## src/rtl/tcdm_addr_demux.sv

```systemverilog
// Steers one TCDM master request to one of NoPorts slaves (or a local error port)
// and returns responses in request order by allowing only one target in flight.
module tcdm_addr_demux #(
    parameter int unsigned NoPorts   = 4,
    parameter int unsigned AddrWidth = 32,
    parameter int unsigned DataWidth = 32,
    parameter int unsigned MaxTrans  = 8,
    parameter int unsigned IdxWidth  = (NoPorts > 1) ? $clog2(NoPorts) : 1
) (
    input  logic                           clk_i,
    input  logic                           rst_ni,

    input  logic                           req_valid_i,
    output logic                           req_ready_o,
    input  logic [AddrWidth-1:0]           req_addr_i,
    input  logic                           req_we_i,
    input  logic [DataWidth-1:0]           req_wdata_i,
    input  logic [DataWidth/8-1:0]         req_be_i,

    input  logic [IdxWidth-1:0]            dec_idx_i,
    input  logic                           dec_error_i,

    output logic [NoPorts-1:0]             slv_req_valid_o,
    input  logic [NoPorts-1:0]             slv_req_ready_i,
    output logic [AddrWidth-1:0]           slv_addr_o,
    output logic                           slv_we_o,
    output logic [DataWidth-1:0]           slv_wdata_o,
    output logic [DataWidth/8-1:0]         slv_be_o,
    input  logic [NoPorts-1:0]             slv_rsp_valid_i,
    input  logic [NoPorts*DataWidth-1:0]   slv_rsp_rdata_i,

    output logic                           rsp_valid_o,
    output logic [DataWidth-1:0]           rsp_rdata_o,
    output logic                           rsp_error_o,
    output logic                           busy_o
);

    localparam int unsigned TgtWidth = IdxWidth + 1;
    localparam int unsigned CntWidth = $clog2(MaxTrans + 1);

    // Target value NoPorts is the virtual port that answers decode errors locally.
    localparam logic [TgtWidth-1:0] TgtErr = TgtWidth'(NoPorts);
    localparam logic [CntWidth-1:0] CntMax = CntWidth'(MaxTrans);
    localparam logic [CntWidth-1:0] CntOne = CntWidth'(1);

    logic [TgtWidth-1:0]  cur_tgt;
    logic [CntWidth-1:0]  cnt;
    logic                 err_pend;

    logic [TgtWidth-1:0]  tgt;
    logic                 tgt_is_err;
    logic                 issue_ok;
    logic                 slv_ready_sel;
    logic                 slv_rsp_hit;
    logic [DataWidth-1:0] slv_rdata_sel;
    logic                 accept;
    logic                 rsp_fire;

    // An index outside the port range is treated like a decode error so that
    // such a request can never hang waiting on a non-existent slave.
    always_comb begin
        tgt_is_err = dec_error_i || ({1'b0, dec_idx_i} >= TgtErr);
        tgt        = tgt_is_err ? TgtErr : {1'b0, dec_idx_i};
    end

    assign issue_ok = req_valid_i
                   && ((cnt == '0) || (tgt == cur_tgt))
                   && (cnt < CntMax);

    always_comb begin
        slv_req_valid_o = '0;
        slv_ready_sel   = 1'b0;
        slv_rsp_hit     = 1'b0;
        slv_rdata_sel   = '0;
        for (int p = 0; p < NoPorts; p++) begin
            if (tgt == TgtWidth'(p)) begin
                slv_req_valid_o[p] = issue_ok;
                slv_ready_sel      = slv_req_ready_i[p];
            end
            if (cur_tgt == TgtWidth'(p)) begin
                slv_rsp_hit   = slv_rsp_valid_i[p];
                slv_rdata_sel = slv_rsp_rdata_i[p*DataWidth +: DataWidth];
            end
        end
    end

    assign req_ready_o = issue_ok && (tgt_is_err || slv_ready_sel);
    assign accept      = req_valid_i && req_ready_o;

    // cur_tgt==ERR never matches a slave, so err_pend and a slave hit are exclusive.
    assign rsp_fire = err_pend || ((cnt != '0) && slv_rsp_hit);

    assign slv_addr_o  = req_addr_i;
    assign slv_we_o    = req_we_i;
    assign slv_wdata_o = req_wdata_i;
    assign slv_be_o    = req_be_i;

    assign busy_o = (cnt != '0);

    always_ff @(posedge clk_i or negedge rst_ni) begin
        if (!rst_ni) begin
            cur_tgt     <= '0;
            cnt         <= '0;
            err_pend    <= 1'b0;
            rsp_valid_o <= 1'b0;
            rsp_error_o <= 1'b0;
            rsp_rdata_o <= '0;
        end else begin
            err_pend <= accept && tgt_is_err;
            if (accept) begin
                cur_tgt <= tgt;
            end
            if (accept && !rsp_fire) begin
                cnt <= cnt + CntOne;
            end else if (!accept && rsp_fire) begin
                cnt <= cnt - CntOne;
            end
            rsp_valid_o <= rsp_fire;
            if (rsp_fire) begin
                rsp_error_o <= err_pend;
                rsp_rdata_o <= err_pend ? '0 : slv_rdata_sel;
            end
        end
    end

endmodule
```

## config.mk

```make
export PLATFORM = sky130hd
export DESIGN_NAME = tcdm_addr_demux
export DESIGN_NICKNAME = d
export VERILOG_FILES = /design/src/rtl/tcdm_addr_demux.sv
export SDC_FILE = /design/constraint.sdc
export NUM_CORES = 1
export LEC_CHECK = 0
export CAP_MARGIN = 20
export CORE_AREA = 2 2 126 128
export CTS_BUF_LIST = sky130_fd_sc_hd__clkbuf_16
export DETAILED_ROUTE_END_ITERATION = 8
export DIE_AREA = 0 0 128 130
export SLEW_MARGIN = 25
export SYNTH_ARGS = -nofsm -noshare
export SYNTH_HDL_FRONTEND = slang
export SYNTH_SLANG_ARGS = --single-unit
export TNS_END_PERCENT = 20
```

## constraint.sdc

```tcl
create_clock -name clk_i -period 8.2 [get_ports clk_i]
set_input_delay 2.46 -clock clk_i [delete_from_list [all_inputs] [get_ports clk_i]]
set_output_delay 2.46 -clock clk_i [all_outputs]
set_load 0.01 [all_outputs]
```

# After elaboration in Yosys (flattened, before gate mapping)
# Index checks and enable logic that the tools add are counted.
# totals
ff_bits	42
# op_classes
addsub	2
order_cmp	1
eq_ne	7
n_mux	20
n_reduce_logical	18
# op_table
cell	n
32-bit 2-to-1 mux	5
3-bit by 2-bit == test with 1-bit output (second input constant)	4
1-bit 2-to-1 mux	12
1-bit logical AND	8
4-bit 2-to-1 mux	2
3-bit by 1-bit == test with 1-bit output (second input constant)	2
3-bit logical NOT	2
4-bit by 1-bit adder with 4-bit output (second input constant)	1
4-bit logical NOT	1
4-bit < comparator (second input constant)	1
4-bit nonzero test	1
4-bit by 1-bit subtractor with 4-bit output (second input constant)	1
3-bit == test	1
1-bit logical OR	3
3-bit 2-to-1 mux	1
1-bit logical NOT	2
2-bit nonzero test	1

# Longest topological paths before layout
# logic_depth
word_depth	13
depth_mapped	11
ltp_nobuf	10

# Worst setup path after synthesis
# Ideal clock, no wire load.
# synth_timing
kind	in2out
startpoint	input port dec_error_i
endpoint	output port slv_req_valid_o[2]
arrival_time_ps	3879
t_required_ps	5740
slack_ps	1861
path_stages	4
path_buffers	1
path_cell_list	clkbuf_1 > nor4bb_1 > o21ai_0 > a2111oi_0
# synth_between
elab_chain_cells	6
word_cells_on_any_way	7
cone_classes	eq/ne: 2; mux: 2; reduce/logical: 3
# synth_lines
element	line_no	rtl
start: declaration	21	input logic dec_error_i,
3-bit 2-to-1 mux (*)	63	tgt = tgt_is_err ? TgtErr : {1'b0, dec_idx_i};
3-bit == test	67	&& ((cnt == '0) || (tgt == cur_tgt))
1-bit logical OR	67	
1-bit logical AND	67	
1-bit logical AND	68	&& (cnt < CntMax);
1-bit 2-to-1 mux (*)	76	if (tgt == TgtWidth'(p)) begin
end: declaration	23	output logic [NoPorts-1:0] slv_req_valid_o,
# Mark *: on every way between the ends. The rest lies on a longest branch, timed or not.

# Final worst setup path
# Ends and elaborated chain as after synthesis.

==> results <==
## state kept, by name, indices dropped and copies added (netlist names)
| register | flops |
|---|---|
| cnt | 4 |
| rsp_error_o | 1 |
| rsp_valid_o | 1 |
| err_pend | 1 |
| cur_tgt | 3 |
| rsp_rdata_o | 32 |
## metal layers
layer  share of wire [%]  global-route usage, %
met3                 9.7                   3.90
met1                  40                   13.5
met4                 1.9                   3.81
met2                  48                   19.9
met5                   0                      0
## cell families (layout without fill, tap and decap cells)
family / after synthesis / in the layout / synth area share [%]
and+or+nand+nor: 20 / 20 / 3.37
muxes: 36 / 36 / 12.6
AOI/OAI and AO/OA: 107 / 107 / 25.7
xor gates and xnor gates: 5 / 5 / 1.39
other: 0 / 1 / 0
DFF: 42 / 42 / 33.3
adders and majority gates: 4 / 4 / 1.82
buffers and inverters: 102 / 201 / 21.9
## worst paths after layout
| check | startpoint | to | slack, ns | cells past startpoint |
|---|---|---|---|---|
| max | dec_error_i | slv_req_valid_o[2] | 0.98 | 5 |
| min | rsp_error_o$_DFFE_PN0P_ | rsp_error_o$_DFFE_PN0P_ | 0.50 | 2 |
| max reg2reg | cur_tgt[1]$_DFFE_PN0P_ | cnt[3]$_DFFE_PN0P_ | 4.36 | 11 |
| min reg2reg | rsp_error_o$_DFFE_PN0P_ | rsp_error_o$_DFFE_PN0P_ | 0.50 | 2 |
| max in group asynchronous | rst_ni | cur_tgt[0]$_DFFE_PN0P_ | 5.62 | 1 |
| min in group asynchronous | rst_ni | rsp_rdata_o[19]$_DFFE_PN0P_ | 2.16 | 1 |
## synth_stat cells, drive strengths merged
cell,count
a2111oi,2
o32ai,2
and2,1
a32o,1
ha,3
nor2,8
a21bo,1
o221ai,31
mux2i,32
dfrtp,42
xnor2,5
a21o,1
a22o,32
nor4bb,1
a21oi,4
o21ai,33
nor4,1
inv,8
mux2,1
and3,2
fa,1
clkbuf,13
nand2,2
mux4,3
and3b,1
nand2b,1
nor2b,1
nand4,1
buf,81
or2,1
## cell type report
cell class | count | area (sq um) | share of cell area (%)
sequential | 42 | 1060 | 22.3
tap | 192 | 240 | 5.06
clock inverter | 3 | 12.5 | 0.264
multi-input combinational | 172 | 1420 | 29.9
clock buffer | 5 | 125 | 2.64
inverter | 8 | 30.0 | 0.633
antenna | 1 | 2.50 | 0.0528
timing repair buffer | 185 | 1860 | 39.2
## power breakdown
part | internal (mW) | switching (mW)
Clock | 0.110 | 0.0804
Combinational | 0.439 | 0.344
Sequential | 0.307 | 0.112
Total | 0.857 | 0.536
## critical path, stage by stage
cell and delay (ns):
clkdlybuf4s50_1 0.64, nor4bb_1 0.29, o21ai_0 0.27, a2111oi_0 0.47, clkdlybuf4s50_1 0.63
==> results.md <==
- Post-route clock period utilization: 88.1%
- Vias per cell: 4.65
- Synth warn: 0
- TritonCTS clock tree: done
- Layout Utilization: 30.8%
- Synth cell types: 36
- Drt wl/cell: 16.7 um
- Final setup margin: 0.978 ns
- Cell taking the most area after synthesis: dfrtp_1
- Status: finished, final reports clean
- Initial Util: 20.5%
- Area of the die: 16600 sq um
- Synthesized flop and latch total: 42
- Detail Route Antenna Nets: 0
- Largest net degree at the start of global routing: 68
- Drt pass-1 iters: 4
- Port Buf Inserts: 181
- # placed instances: 598
- CORE AREA: 15400 sq um
- Hold buffer count at cts: 0
- Minimum clock period: 7.22 ns
- Tightest Hold Check Type: reg -> reg
- Root Driver: clkbuf_16
- Pre-CTS setup slack: 0.971 ns
- H-Tree Depth: 2
- Crit. End Element: primary output
- Die width: 128 um
- Post-CTS setup buffer count: 0
- IO Pins: 320
- Routability congestion estimate from global placement: 0.731
- Via count: 2828
- Leakage: 1.77 nW
- Mapped Area: 3160 sq um
- Final setup fails: 0
- Slew Limit Headroom: 52.0%
- Register area share after synthesis: 33.3%
- Hold Vio Cnt, Final: 0
- Peak supply drop: 109 uV
- TritonCTS Buffers: 5
- Synthesized Nets: 531
- Post-Layout Cell Count: 608
- Worst-skew pair later-pin latency: 0.28 ns
- Max_cap viols: 0
- Design area: 4740 sq um
- Crit path arrival time: 4.76 ns
- Layout area overhead: 50.1%
- Post_cts resized: 0
- Mapped Cells: 316
- Final WL: 10200 um
- Overall Power: 1.39 mW
- Cell Pwr Density: 294 nW/um^2
- Clk_skew: 0.00602 ns
- DP Area: 4570 sq um
- Clock slew at reported path FFs: 0.06 ns
- Most common cell after layout, fill and taps aside: clkdlybuf4s50_1
- First-pass GRT wire length: 15100 um
- Clock sink total: 42
- Required time of the critical path: 5.74 ns
- Layout Nets: 629
- RSZ-0062 raised after global routing: no
- Worst hold slack: 0.498 ns
- Max Slew Vio Count: 0
- Row count: 46
- Global Route Usage Sum: 11.5%
- Critical Path Source Type: input port
- Die height: 130 um
- Syn Area/Cell: 10.0 sq um
- Initial DRC Count: 113
- Crit-path max FO: 10
- DPL Wire Length: 7670 um
- Share of layout cells above drive strength 1: 4.82%
- Synth area leaders: dfrtp_1, buf_4, mux2i_1
- Synth top area share: 33.3%
- Initial antenna violation count: 1
- Max clock buf depth: 2
- # DRC: 0
- # fillers: 1580
- Kind of critical path: in -> out
- Slew at the pin closest to its max-slew limit: 0.713 ns
- Setup TNS: 0 ns
- Vias in the first global route: 2862
- Fmax: 138 MHz
- GRT overflow: 0
- Commonest non-fill, non-tap cells in the layout: clkdlybuf4s50_1, dfrtp_1, o21ai_0, mux2i_1, a22o_1
(Power assumes the default switching activity.)
